$ cat src/rtl/mtx_types.sv
// Shared matrix/vector types and shared-memory geometry used by the shared
// memory and its read-side sequencer.
package mtx_types;

  localparam int MV_LEN    = 4;
  localparam int ELEM_W    = 16;
  localparam int NUM_UNITS = 32;
  localparam int UNIT_ID_W = $clog2(NUM_UNITS);
  localparam int CNT_W     = $clog2(NUM_UNITS + 1);
  localparam int BUF_DEPTH = 2;

  typedef logic [MV_LEN-1:0][ELEM_W-1:0] mv_t;
  typedef logic [UNIT_ID_W-1:0]          unit_id_t;
  typedef logic [CNT_W-1:0]              cnt_t;

  typedef struct packed {
    mv_t      data;
    unit_id_t unit_id;
    logic     last;
  } rd_beat_t;

  typedef enum logic [1:0] {
    ST_IDLE,
    ST_READ,
    ST_DRAIN
  } rd_state_t;

  // A sweep never needs to touch a unit twice, so longer requests are capped.
  function automatic cnt_t clamp_count(input cnt_t count);
    return (count > cnt_t'(NUM_UNITS)) ? cnt_t'(NUM_UNITS) : count;
  endfunction

  function automatic unit_id_t next_unit(input unit_id_t id);
    return (id == unit_id_t'(NUM_UNITS - 1)) ? '0 : id + unit_id_t'(1);
  endfunction

endpackage

$ cat src/rtl/mv_beat_fifo2.sv
// Two-entry synchronous FIFO of read beats. Push and pop in the same cycle
// are legal even when full, because the head is read before the edge.
module mv_beat_fifo2
  import mtx_types::*;
(
  input  logic     clk,
  input  logic     rst,
  input  logic     push,
  input  logic     pop,
  input  rd_beat_t wdata,
  output rd_beat_t rdata,
  output logic     full,
  output logic     empty
);

  rd_beat_t   mem [BUF_DEPTH];
  logic       wr_ptr;
  logic       rd_ptr;
  logic [1:0] count;

  // NOTE: the storage array is deliberately not reset; only pointers and
  // count are. The read port is masked while empty so stale entries never show.
  always_ff @(posedge clk) begin
    if (push) mem[wr_ptr] <= wdata;
  end

  always_ff @(posedge clk) begin
    if (rst) begin
      wr_ptr <= 1'b0;
      rd_ptr <= 1'b0;
      count  <= 2'd0;
    end else begin
      if (push) wr_ptr <= ~wr_ptr;
      if (pop)  rd_ptr <= ~rd_ptr;
      case ({push, pop})
        2'b10:   count <= count + 2'd1;
        2'b01:   count <= count - 2'd1;
        default: count <= count;
      endcase
    end
  end

  assign full  = (count == 2'd2);
  assign empty = (count == 2'd0);
  assign rdata = empty ? '0 : mem[rd_ptr];

endmodule

$ cat src/rtl/shared_memory_reader.sv
// Read-side sequencer for the per-unit shared memory: walks unit IDs one per
// cycle (wrapping) and streams captured vectors out over valid/ready.
module shared_memory_reader
  import mtx_types::*;
(
  input  logic     clk,
  input  logic     rst,
  input  logic     req_valid,
  output logic     req_ready,
  input  unit_id_t req_base,
  input  cnt_t     req_count,
  output unit_id_t mem_read_unit_id,
  input  mv_t      mem_read_data,
  output logic     out_valid,
  input  logic     out_ready,
  output mv_t      out_data,
  output unit_id_t out_unit_id,
  output logic     out_last,
  output logic     busy,
  output logic     done
);

  rd_state_t state, state_nxt;
  unit_id_t  rd_addr;
  cnt_t      remaining;
  logic      accept, push, pop;
  logic      fifo_full, fifo_empty;
  rd_beat_t  beat_in, head;

  assign req_ready        = (state == ST_IDLE);
  assign busy             = (state != ST_IDLE);
  assign mem_read_unit_id = rd_addr;
  assign out_valid        = !fifo_empty;
  assign pop              = out_valid && out_ready;

  // NOTE: every signal driven here gets a default first, so no path leaves
  // one unassigned and no latch is inferred.
  always_comb begin
    state_nxt = state;
    accept    = 1'b0;
    push      = 1'b0;
    done      = 1'b0;
    case (state)
      ST_IDLE: begin
        if (req_valid) begin
          accept    = 1'b1;
          state_nxt = (req_count == '0) ? ST_DRAIN : ST_READ;
        end
      end
      ST_READ: begin
        // A pop frees a slot in the same cycle, so a full buffer still streams.
        push = !fifo_full || pop;
        if (push && remaining == cnt_t'(1)) state_nxt = ST_DRAIN;
      end
      ST_DRAIN: begin
        if (fifo_empty) begin
          done      = 1'b1;
          state_nxt = ST_IDLE;
        end
      end
      default: state_nxt = ST_IDLE;
    endcase
  end

  // NOTE: sequential state uses non-blocking assignments so every register
  // samples the pre-edge values regardless of block ordering.
  always_ff @(posedge clk) begin
    if (rst) state <= ST_IDLE;
    else     state <= state_nxt;
  end

  always_ff @(posedge clk) begin
    if (rst) begin
      rd_addr   <= '0;
      remaining <= '0;
    end else if (accept) begin
      rd_addr   <= req_base;
      remaining <= clamp_count(req_count);
    end else if (push) begin
      rd_addr   <= next_unit(rd_addr);
      remaining <= remaining - cnt_t'(1);
    end
  end

  assign beat_in = '{data: mem_read_data, unit_id: rd_addr, last: (remaining == cnt_t'(1))};

  mv_beat_fifo2 u_fifo (
    .clk   (clk),
    .rst   (rst),
    .push  (push),
    .pop   (pop),
    .wdata (beat_in),
    .rdata (head),
    .full  (fifo_full),
    .empty (fifo_empty)
  );

  assign out_data    = head.data;
  assign out_unit_id = head.unit_id;
  assign out_last    = head.last;

endmodule

$ cat config.mk
export PLATFORM = sky130hd
export DESIGN_NAME = shared_memory_reader
export DESIGN_NICKNAME = d
export VERILOG_FILES = /design/src/rtl/mtx_types.sv /design/src/rtl/mv_beat_fifo2.sv /design/src/rtl/shared_memory_reader.sv
export SDC_FILE = /design/constraint.sdc
export NUM_CORES = 1
export LEC_CHECK = 0
export ABC_AREA = 1
export BUFFER_PORTS_ARGS = -buffer_cell sky130_fd_sc_hd__buf_2
export CAP_MARGIN = 5
export CORE_MARGIN = 2
export CORE_UTILIZATION = 45
export DETAILED_ROUTE_END_ITERATION = 7
export PLACE_DENSITY = 0.69
export SLEW_MARGIN = 20
export SYNTH_ARGS = -nofsm -noshare
export SYNTH_HDL_FRONTEND = slang
export SYNTH_HIERARCHICAL = 1
export SYNTH_SLANG_ARGS = --single-unit
$ cat constraint.sdc
create_clock -name clk -period 5.3 [get_ports clk]
set_clock_uncertainty 0.2 [all_clocks]
set_input_delay 0.795 -clock clk [delete_from_list [all_inputs] [get_ports clk]]
set_output_delay 0.795 -clock clk [all_outputs]
set_load 0.005 [all_outputs]
After elaboration in Yosys (flattened, before gate mapping)
Memories as Yosys holds them, arrays and structs flattened. A register that Yosys moved wholly into a read port is not among the register bits.
Cells that the tools add are included.
{"block": "totals", "register_bits": 17, "ram_bits": 140, "input_bits": 79, "word_cells": 58, "memories": 1}
{"block": "classes", "addsub": 4, "n_lt_le_gt_ge": 1, "n_eq_ne": 10, "n_mux": 22, "n_bitwise": 2, "n_reduce_logical": 12}
{"memory": "u_fifo.mem", "words": 2, "word_bits": 70, "rd": 1, "rd_ports_with_merged_regs": 1, "wr": 1, "line_no": "mv_beat_fifo2.sv:16", "source": "rd_beat_t mem [BUF_DEPTH];"}
{"cell": "70-bit two-way mux", "count": 1}
{"cell": "6-bit two-way mux", "count": 3}
{"cell": "5-bit two-way mux", "count": 3}
{"cell": "1-bit two-way mux", "count": 9}
{"cell": "2-bit two-way mux", "count": 4}
{"cell": "2-bit == test (second input constant)", "count": 3}
{"cell": "6-bit by 1-bit == test with 1-bit output (second input constant)", "count": 1}
{"cell": "6-bit greater-than comparator (second input constant)", "count": 1}
{"cell": "6-bit zero test", "count": 1}
{"cell": "2-bit != test (second input constant)", "count": 3}
{"cell": "2-bit case mux with 3 select lines", "count": 1}
{"cell": "2-bit nonzero test", "count": 3}
{"cell": "6-bit by 1-bit subtractor with 6-bit output (second input constant)", "count": 1}
{"cell": "5-bit by 1-bit adder with 5-bit output (second input constant)", "count": 1}
{"cell": "5-bit == test (second input constant)", "count": 1}
{"cell": "2-bit by 1-bit == test with 1-bit output (second input constant)", "count": 2}
{"cell": "2-bit zero test", "count": 2}
{"cell": "2-bit case mux with 2 select lines", "count": 1}
{"cell": "3-bit AND reduction", "count": 1}
{"cell": "2-bit by 1-bit adder with 2-bit output (second input constant)", "count": 1}
{"cell": "1-bit logical AND", "count": 2}
{"cell": "1-bit zero test", "count": 2}
{"cell": "1-bit inverter", "count": 2}
{"cell": "2-bit by 1-bit subtractor with 2-bit output (second input constant)", "count": 1}
{"cell": "1-bit logical OR", "count": 1}

Longest topological paths before layout
Gate-level depths: netlist of the first run.
{"block": "depth", "word_depth": 7, "ltp_mapped": 14}

By module
Netlist of the first run, hierarchy kept.
{"mod": "mv_beat_fifo2", "instances": 1, "cells_each": 406, "area_per_inst_um2": 5480.3, "seq_area_each_um2": 4304.1}
{"mod": "shared_memory_reader", "instances": 1, "cells_each": 159, "area_per_inst_um2": 984.7, "seq_area_each_um2": 260.2}

Least setup slack after synthesis of the first run
Ideal clock, no wire load.
{"block": "synth_timing", "kind": "input -> register", "from": "input port out_ready", "to": "memory u_fifo/mem[0][0] (netlist name) (enable)", "arrival_ns": 4.134, "required_time_ns": 4.601, "path_slack_ns": 0.467, "stages": 6, "path_buffers": 0, "path_cell_list": "nand2_1 > nand2_1 > nand2_2 > inv_1 > inv_1 > nor2_1"}
{"block": "synth_between", "elab_chain_len": 5}
{"element": "from (decl)", "line_no": "shared_memory_reader.sv:15", "source": "input logic out_ready,"}
{"element": "1-bit logical AND", "line_no": "shared_memory_reader.sv:34", "source": "assign pop = out_valid && out_ready;"}
{"element": "1-bit logical OR", "line_no": "shared_memory_reader.sv:52", "source": "push = !fifo_full || pop;"}
{"element": "1-bit two-way mux", "line_no": "shared_memory_reader.sv:43", "source": "case (state)"}
{"element": "named net push", "line_no": "shared_memory_reader.sv:26", "source": "logic accept, push, pop;"}
{"element": "1-bit two-way mux", "line_no": "mv_beat_fifo2.sv:24", "source": "if (push) mem[wr_ptr] <= wdata;"}
{"element": "1-bit two-way mux (not written as such)", "line_no": "mv_beat_fifo2.sv:24"}
{"element": "to (decl)", "line_no": "mv_beat_fifo2.sv:16"}
The timed path passes the listed nets, and every way through them passes these cells.

==> results of run 1 <==
cell families (layout without fill, tap and decap cells):
group           after synthesis  in the layout
xor+xnor                      1              1
fa+ha+maj                     5              5
compound gates               92             92
simple gates                251            251
flops                       158            158
buf+inv                      58            221
other cells                   0              1
state kept, by name, summed over array words and instances (netlist names), named ones only:
name	flops
u_fifo/rd_ptr	1
u_fifo/wr_ptr	1
state	2
u_fifo/mem	140
mem_read_unit_id	5
u_fifo/count	2
remaining	6
final timing paths:
| check | from | endpoint | slack [ns] | cells past startpoint |
|---|---|---|---|---|
| max | flop | out_data[22] | 2.12 | 4 |
| min reg2reg | u_fifo/rd_ptr$_SDFFE_PP0P_ | u_fifo/rd_ptr$_SDFFE_PP0P_ | 0.34 | 2 |
| min | u_fifo/rd_ptr$_SDFFE_PP0P_ | u_fifo/rd_ptr$_SDFFE_PP0P_ | 0.34 | 2 |
| max reg2reg | u_fifo/count[0]$_SDFFE_PP0P_ | u_fifo/mem[0][56]$_DFFE_PP_ | 2.25 | 9 |
power groups by stage:
| stage | sequential (mW) | combinational [mW] | clock (mW) |
|---|---|---|---|
| finish | 1.60 | 1.07 | 1.26 |
| global route | 1.62 | 1.20 | 1.32 |
| CTS | 1.60 | 1.08 | 1.28 |
| detailed placement | 1.62 | 1.07 | 0 |
| global placement | 1.62 | 1.05 | 0 |
| floorplan | 1.62 | 0.716 | 0 |
stage by stage:
step | power [mW] | utilization, % | std cells | instance area (sq um)
6_report | 3.93 | 56.8 | 909 | 7910
5_1_grt | 4.14 | 56.8 | 909 | 7910
2_1_floorplan | 2.34 | - | 565 | 6460
3_3_place_gp | 2.67 | 52.3 | 876 | 7290
4_1_cts | 3.95 | 56.8 | 908 | 7910
3_5_place_dp | 2.69 | 52.3 | 876 | 7290
worst min-delay path, delay by kind of cell, from the launching register on:
family | cells | cell delay (ns)
XOR/XNOR | 1 | 0.10
flip-flops | 1 | 0.33
AND/OR/NAND/NOR | 1 | 0.08
synth_stat cells, drive strengths merged:
cell type / number / area share [%]
nand2: 197 / 12
nor2: 33 / 2.4
clkbuf: 1 / 0.058
clkinv: 2 / 0.14
nor4: 1 / 0.097
buf: 29 / 3.4
a21oi: 81 / 6.4
xnor2: 1 / 0.14
o211ai: 1 / 0.12
edfxtp: 140 / 65
ha: 5 / 0.97
o21ai: 10 / 0.77
and2: 1 / 0.097
nand3b: 1 / 0.12
nand4: 3 / 0.29
nor3: 3 / 0.23
inv: 26 / 1.5
dfxtp: 18 / 5.6
nand3: 12 / 0.93
final cells by class:
class                   count  area, sq um
diodes                      1         2.50
clock buffers              17          425
clock inverters            15          195
fillers                  1149         6020
inverters                  28          106
multi-input cells         349         1580
flip-flops and latches    158         4570
well taps                 180          225
repair buffers            161          816
placed cells by master, fill, tap and decap left out, drive strengths merged, types with 2 or more instances in the layout:
cell type	n
o21ai	10
clkinvlp	2
nand3	12
nand2	197
nor2	33
a21oi	81
clkinv	10
dfxtp	18
nor3	3
buf	161
inv	27
clkbuf	17
edfxtp	140
nand4	3
bufinv	4
ha	5
layer usage:
metal  track usage (%)  up-vias
met4              7.24        0
met3              4.21       20
met1              23.4     2193
li1                  -     2226
met5                 0        -
met2              29.9      182
==> results.txt, run 1 <==
Status - completed
CP max stage cell - clkinv_2
Via/cell ratio - 5.08
TNS Setup - 0 ns
Pwr Density - 497 nW/um^2
Final hold vios - 0
CTS max path bufs - 2
Post-synthesis net count - 649
Crit-path cells - clkinv_2 > nand2_1 > a21oi_1 > buf_2
Peak supply drop - 253 uV
Mux contribution to synthesized area - 0%
Die H - 124 um
Vias - 4621
Setup ws final - 2.12 ns
Wire length on met1 - 5880 um
Top delay family on crit path - buffers and inverters
Row count - 43
WS Path Type - flop to primary output
Yosys cell types - 30
H-tree depth - 4
Combinational power share - 27.2%
Max-cap violations - 0
Root Driver - clkbuf_16
Post-route ant nets - 0
RSZ-0062 raised after global routing - false
Switch share - 31.7%
Die Span X - 124 um
Worst Tran Pin Value - 1.04 ns
Final period util - 60.0%
Pin count of the biggest net entering global routing - 71
Worst Setup End Kind - primary output
Clk pwr share - 32.1%
Share of layout cells above drive strength 1 - 28.6%
Register bit count reported by yosys - 158
WL met2 - 6820 um
Sequential power share - 40.7%
Drc violations - 0
DR top layer - met4
Final nets - 799
Total GRT Usage - 18.2%
Fin crit period - 3.18 ns
Leakage power - 3.30 nW
Switch Pwr - 1.24 mW
Post-Synth XOR/XNOR Area - 0.135%
Port buffer count - 157
Crit path buffers/inverters - 2
Mean post-synth cell area - 11.4 sq um
Final Max Slew Viols - 0
Full die area - 15300 sq um
Fraction of the mapped netlist area in adder cells - 0.968%
Core Area - 13900 sq um
Hold_ws - 0.338 ns
Later-pin clock latency in the skew report - 0.42 ns
Syn Inst Count - 565
Post-CTS sizing - 0
Final setup viols - 0
Synth Area in Simple Gates - 15.9%
Worst Hold Class - flop to flop
Slew margin rel. - 30.7%
CTS clk-pin slew, worst paths - 0.06 ns
Met3 WL - 1050 um
Synth Cell Area - 6460 sq um
First-pass GRT wire length - 21000 um
Area grow syn2layout - 22.4%
Fmax - 314 MHz
Placer Congestion - 0.801
CP peak stage delay - 0.78 ns
Crit path required time - 4.30 ns
Grt ovf - 0
WL/cell - 15.3 um
CTS Buf Count - 17
Initial core utilization - 46.4%
CP Max Fanout - 70
Post-synthesis sequential area ratio - 70.6%
Drt pass-1 iters - 5
Initial antenna violation count - 1
Largest family of logic cells by synthesized area - simple AND/OR/NAND/NOR gates
Clock sinks - 158
Compound-Gate Fraction of Synth Area - 7.28%
Number of global-route vias before repair - 4292
Pre-CTS setup slack - 2.02 ns
Clock tree from TritonCTS - done
First DRT Iteration DRCs - 476
Yosys warns - 6
Io pins - 158
DP Wirelength - 8630 um
Internal power - 2.69 mW
Post-CTS setup buffer count - 0
Post-CTS Hold Fix Bufs - 0
Final WL - 14000 um
Type of origin of the critical path - flop
CP Data Arrival Time - 2.19 ns
Note: power is estimated with default switching activity, not from simulation.
==> run 2: changes to the inputs <==
--- a/config.mk
+++ b/config.mk
@@ -11,7 +11,7 @@
 export CORE_MARGIN = 2
 export CORE_UTILIZATION = 45
 export DETAILED_ROUTE_END_ITERATION = 7
-export PLACE_DENSITY = 0.69
+export PLACE_DENSITY = 0.72
 export SLEW_MARGIN = 20
 export SYNTH_ARGS = -nofsm -noshare
 export SYNTH_HDL_FRONTEND = slang
==> constraint.sdc (replaced) <==
create_clock -name clk -period 2.6 [get_ports clk]
set_clock_uncertainty 0.2 [all_clocks]
set_input_delay 0.39 -clock clk [delete_from_list [all_inputs] [get_ports clk]]
set_output_delay 0.39 -clock clk [all_outputs]
set_load 0.005 [all_outputs]
==> run 2 against run 1 <==
Effect of this change: sequential share of layout area shrank 4.3 points; wire length rose by 5.2%; clock-buffer cell count increased by 9; cell area increased by 8.2%; flip-flop and latch count unchanged; highest routed layer unchanged.
==> results.txt, run 2 (same netlist as run 1, synthesis figures left out) <==
Final setup viols - 0 (unchanged)
WS Path Type - flop to primary output
Type of origin of the critical path - flop
Grt ovf - 0 (unchanged)
Worst Setup End Kind - primary output
Drt pass-1 iters - 4 (-1)
Initial antenna violation count - 0 (-1)
CTS clk-pin slew, worst paths - 0.06 ns (about the same)
Max reg flops - 140 (unchanged)
Leakage power - 3.55 nW (+7.7%)
TNS Setup - 0 ns (unchanged)
Final hold vios - 0 (unchanged)
Root Driver - clkbuf_16
Die Span X - 124 um (unchanged)
Placer Congestion - 0.843 (+5.3%)
Via/cell ratio - 4.97 (-2.2%)
Design Power - 7.84 mW (+99%)
Design Area, Final - 8560 sq um (+8.2%)
Share of layout cells above drive strength 1 - 26.9% (-1.7 points)
Highest-count cells in the layout ignoring fill and taps - nand2_1 (190), buf_2 (157), edfxtp_1 (140)
Final WL - 14700 um (+5.2%)
Pwr Density - 916 nW/um^2 (+84%)
Met3 WL - 914 um (-13%)
Worst Hold Class - primary input to flop
Vias - 4850 (+5.0%)
Switch Pwr - 2.51 mW (+100%)
Post-route ant nets - 0 (unchanged)
Initial core utilization - 46.4% (unchanged)
Layout fillers - 1128 (-1.8%)
Core Area - 13900 sq um (unchanged)
Switch share - 32.1% (+0.42 points)
Sequential power share - 42.0% (+1.3 points)
WL met2 - 7290 um (+6.9%)
H-tree depth - 4 (unchanged)
Slew margin rel. - 60.6% (+30 points)
Setup ws final - 0.142 ns (-1.98 ns)
Pre-CTS setup slack - 0.548 ns (-1.47 ns)
Pin count of the biggest net entering global routing - 71 (unchanged)
Io pins - 158 (unchanged)
Worst Tran Pin Value - 0.591 ns (-0.447 ns)
Biggest register - u_fifo/mem
Commonest non-fill, non-tap cell in the layout - nand2_1
Post-CTS setup buffer count - 0 (unchanged)
Final Max Slew Viols - 0 (unchanged)
Crit path required time - 2.01 ns (-2.29 ns)
Status - completed
DP Wirelength - 9000 um (+4.3%)
Internal power - 5.32 mW (+98%)
Combinational power share - 29.2% (+2.0 points)
Final period util - 94.5%
Number of global-route vias before repair - 4758 (+11%)
Die H - 124 um (unchanged)
CP Max Fanout - 40 (-43%)
First DRT Iteration DRCs - 403 (-15%)
DR top layer - met4
Full die area - 15300 sq um (unchanged)
Layout Utilization - 61.4% (+4.7 points)
Placed insts - 880 (+0.46%)
Max-cap violations - 0 (unchanged)
CP Data Arrival Time - 1.87 ns (-0.32 ns)
Port buffer count - 157 (unchanged)
Row count - 43 (unchanged)
Fmax - 407 MHz
Wire length on met1 - 6300 um (+7.3%)
Area grow syn2layout - 32.4%
Total GRT Usage - 19.4% (+1.2 points)
Later-pin clock latency in the skew report - 0.42 ns (about the same)
Clock tree from TritonCTS - done
Clock sinks - 158 (unchanged)
Diodes inserted - 0 (-1)
Fin crit period - 2.46 ns
CTS max path bufs - 2 (unchanged)
Clk pwr share - 28.8% (-3.3 points)
Peak supply drop - 506 uV (+100%)
WL/cell - 15.0 um (-2.0%)
RSZ-0062 raised after global routing - false
Final Non-Filler Cells - 976 (+7.4%)
Drc violations - 0 (unchanged)
CTS Buf Count - 17 (unchanged)
First-pass GRT wire length - 22400 um (+6.9%)
Hold_ws - 0.0255 ns (-0.313 ns)
Post-DP Area - 7370 sq um (+1.1%)
Final nets - 867 (+8.5%)
## run 2: path summary, 6_finish.rpt
check	end	depth (start not counted)	from	slack, ns
max	out_data[46]	4	flop	0.14
min	remaining[0]$_SDFFE_PP0P_	3	req_count[0]	0.03
max reg2reg	u_fifo/mem[0][27]$_DFFE_PP_	7	state[0]$_SDFFE_PP0P_	0.52
min reg2reg	u_fifo/mem[1][5]$_DFFE_PP_	0	mem_read_unit_id[4]$_SDFFE_PP0P_	0.34
## run 2: critical path, cell delays in order (launching register included)
cell     delay (ns)
dfxtp_2        0.51
buf_4          0.45
nand2_1        0.14
a21oi_1        0.20
buf_2          0.14
## run 2: layout make-up
type | count | area (sq um) | area share (%)
Clock inverter | 6 | 35.0 | 0.409
Timing Repair Buffer | 229 | 1520 | 17.7
Multi-Input combinational cell | 349 | 1590 | 18.5
Sequential cell | 158 | 4570 | 53.4
Tap cell | 180 | 225 | 2.63
Clock buffer | 26 | 510 | 5.96
Inverter | 28 | 115 | 1.34
## run 2: repair_timing
action / 4_1_cts / 5_1_grt
resized for setup: 0 / 1
hold buffers: 64 / 0
endpoints found under the hold margin: 128 / 0
setup endpoints to repair: 0 / 3
## run 2: per-layer routing
metal | vias to the layer above | GRT usage [%]
li1 | 2360 | -
met1 | 2313 | 22.9
met2 | 160 | 34.2
met3 | 17 | 4.90
met4 | 0 | 7.17
met5 | - | 0
## run 2: power by group through the flow
stage	logic, mW	registers, mW	clock network, mW
2_1_floorplan	1.49	3.29	0
3_3_place_gp	2.16	3.32	0
3_5_place_dp	2.20	3.34	0
4_1_cts	2.29	3.29	2.31
5_1_grt	2.56	3.32	2.42
6_report	2.29	3.29	2.26
==> run 3: changes to the inputs <==
--- a/config.mk
+++ b/config.mk
@@ -11,7 +11,7 @@
 export CORE_MARGIN = 2
 export CORE_UTILIZATION = 45
 export DETAILED_ROUTE_END_ITERATION = 7
-export PLACE_DENSITY = 0.72
+export PLACE_DENSITY = 0.69
 export SLEW_MARGIN = 20
 export SYNTH_ARGS = -nofsm -noshare
 export SYNTH_HDL_FRONTEND = slang
==> constraint.sdc (replaced) <==
create_clock -name clk -period 2.3 [get_ports clk]
set_clock_uncertainty 0.2 [all_clocks]
set_input_delay 0.345 -clock clk [delete_from_list [all_inputs] [get_ports clk]]
set_output_delay 0.345 -clock clk [all_outputs]
set_load 0.005 [all_outputs]
==> run 3 against run 2 <==
Effect of this change: highest routed layer unchanged; flip-flop and latch count unchanged; register-to-register slack got worse by 0.19 ns; core utilization increased by 1.3 points; non-clock buffer count increased by 1; clock power increased by 40%; wire length increased by 0.70%; cell area increased by 2.2%; largest cell class unchanged.
==> results.txt, run 3 (same netlist as run 1, synthesis figures left out) <==
Clock tree from TritonCTS - done
Die H - 124 um (unchanged)
CTS Buf Count - 17 (unchanged)
Switch Pwr - 2.87 mW (+14%)
Diodes inserted - 0 (unchanged)
Number of global-route vias before repair - 4806 (+1.0%)
Share of layout cells above drive strength 1 - 27.1% (+0.22 points)
WL/cell - 15.1 um (+0.60%)
Area grow syn2layout - 35.3%
Initial antenna violation count - 0 (unchanged)
Biggest register - u_fifo/mem
Layout fillers - 1072 (-5.0%)
Crit path buffers/inverters - 3 (+1)
RSZ-0062 raised after global routing - false
Worst Setup End Kind - primary output
Post-route ant nets - 0 (unchanged)
Final hold vios - 0 (unchanged)
Grt ovf - 0 (unchanged)
Pin count of the biggest net entering global routing - 71 (unchanged)
Slew margin rel. - 74.6% (+14 points)
Fmax - 459 MHz
Port buffer count - 157 (unchanged)
Status - completed
Internal power - 6.68 mW (+26%)
Worst Tran Pin Value - 0.377 ns (-0.214 ns)
Design Area, Final - 8750 sq um (+2.2%)
Layout Utilization - 62.8% (+1.3 points)
Final Non-Filler Cells - 977 (+0.10%)
Final WL - 14800 um (+0.70%)
Core Area - 13900 sq um (unchanged)
H-tree depth - 4 (unchanged)
Total GRT Usage - 19.5% (+0.11 points)
Vias - 4865 (+0.31%)
Max reg flops - 140 (unchanged)
Switch share - 30.1% (-2.0 points)
Final period util - 94.7%
Drc violations - 0 (unchanged)
TNS Setup - 0 ns (unchanged)
Clock sinks - 158 (unchanged)
First DRT Iteration DRCs - 464 (+15%)
Peak supply drop - 650 uV (+28%)
Placer Congestion - 0.844 (+0.11%)
Die Span X - 124 um (unchanged)
Via/cell ratio - 4.98 (+0.21%)
Row count - 43 (unchanged)
Sequential power share - 38.7% (-3.3 points)
Leakage power - 3.64 nW (+2.3%)
Final nets - 868 (+0.12%)
Later-pin clock latency in the skew report - 0.42 ns (about the same)
CP max stage cell - dfxtp_2
Placed insts - 880 (unchanged)
Crit-path cells - inv_4 > buf_12 > nand2_1 > a21oi_1 > buf_2
First-pass GRT wire length - 22400 um (-0.12%)
Post-CTS setup buffer count - 0 (unchanged)
Initial core utilization - 46.4% (unchanged)
CP Max Fanout - 26 (-35%)
Post-DP Area - 7420 sq um (+0.68%)
Commonest non-fill, non-tap cell in the layout - nand2_1
Fin crit period - 2.18 ns
CTS max path bufs - 2 (unchanged)
Final Max Slew Viols - 0 (unchanged)
Top delay family on crit path - buffers and inverters
Worst Hold Class - primary input to flop
Crit path required time - 1.75 ns (-0.26 ns)
Highest-count cells in the layout ignoring fill and taps - nand2_1 (190), buf_2 (157), edfxtp_1 (140)
DP Wirelength - 8790 um (-2.4%)
Max-cap violations - 0 (unchanged)
Full die area - 15300 sq um (unchanged)
Root Driver - clkbuf_16
Final setup viols - 0 (unchanged)
Drt pass-1 iters - 5 (+1)
CP Data Arrival Time - 1.63 ns (-0.24 ns)
Clk pwr share - 33.2% (+4.4 points)
WS Path Type - flop to primary output
CP peak stage delay - 0.34 ns (-0.17 ns)
Combinational power share - 28.1% (-1.1 points)
Pwr Density - 1090 nW/um^2 (+19%)
Io pins - 158 (unchanged)
Type of origin of the critical path - flop
CTS clk-pin slew, worst paths - 0.06 ns (about the same)
==> run 3: cell count changes in the layout (fill, tap and decap cells not counted), sizes merged <==
cell	change
bufinv	+7
clkbuf	-8
clkinv	+1
clkinvlp	-1
dlygate4sd3	+1
inv	+1
==> run 3: what timing repair did <==
item / in CTS / in global routing
resized for setup: 0 / 1
hold buffers: 65 / 0
endpoints found under the hold margin: 129 / 0
setup endpoints to repair: 0 / 41
==> run 3: layer usage <==
| metal | vias to the layer above | track usage, % | share of wire, % |
|---|---|---|---|
| li1 | 2367 | - | - |
| met1 | 2272 | 23.3 | 41 |
| met2 | 195 | 33.1 | 51 |
| met3 | 31 | 4.58 | 6.7 |
| met4 | 0 | 9.80 | 2.2 |
| met5 | - | 0 | 0 |
==> run 3: cell type report <==
type	count	area [sq um]	area share, %
clock buffer	18	429	4.91
clock inverter	14	245	2.80
inverter	28	116	1.33
tap	180	225	2.58
multi-input combinational	349	1590	18.2
timing repair buffer	230	1570	18.0
sequential	158	4570	52.3
==> run 3: worst paths after layout <==
| path | start | to | slack [ns] | cells after the start |
|---|---|---|---|---|
| min reg2reg | u_fifo/rd_ptr$_SDFFE_PP0P_ | u_fifo/rd_ptr$_SDFFE_PP0P_ | 0.33 | 2 |
| min | req_base[4] | mem_read_unit_id[4]$_SDFFE_PP0P_ | 0.05 | 5 |
| max reg2reg | state[0]$_SDFFE_PP0P_ | u_fifo/mem[0][45]$_DFFE_PP_ | 0.33 | 7 |
| max | flop | out_data[18] | 0.12 | 5 |
==> run 3: per-stage QoR <==
stage	power [mW]	hold slack, ns	setup WS, ns
2_1_floorplan	5.40	0.217	-0.441
3_3_place_gp	6.28	0.296	0.423
3_5_place_dp	6.35	0.321	0.358
4_1_cts	9.61	0.0361	0.0244
5_1_grt	10.1	0.0587	0.0316
6_report	9.56	0.0516	0.122
==> run 3: worst min-delay path, cell delays in order <==
cell     delay, ns
buf_2         0.07
nand2_1       0.04
nand2_1       0.05
nor2_1        0.04
nor2_1        0.08
==> run 3: power groups by stage <==
stage	combinational, mW	sequential, mW	clock [mW]
floorplan	1.68	3.72	0
global placement	2.55	3.73	0
detailed placement	2.60	3.75	0
CTS	2.69	3.70	3.22
global route	3.00	3.73	3.34
finish	2.68	3.70	3.17
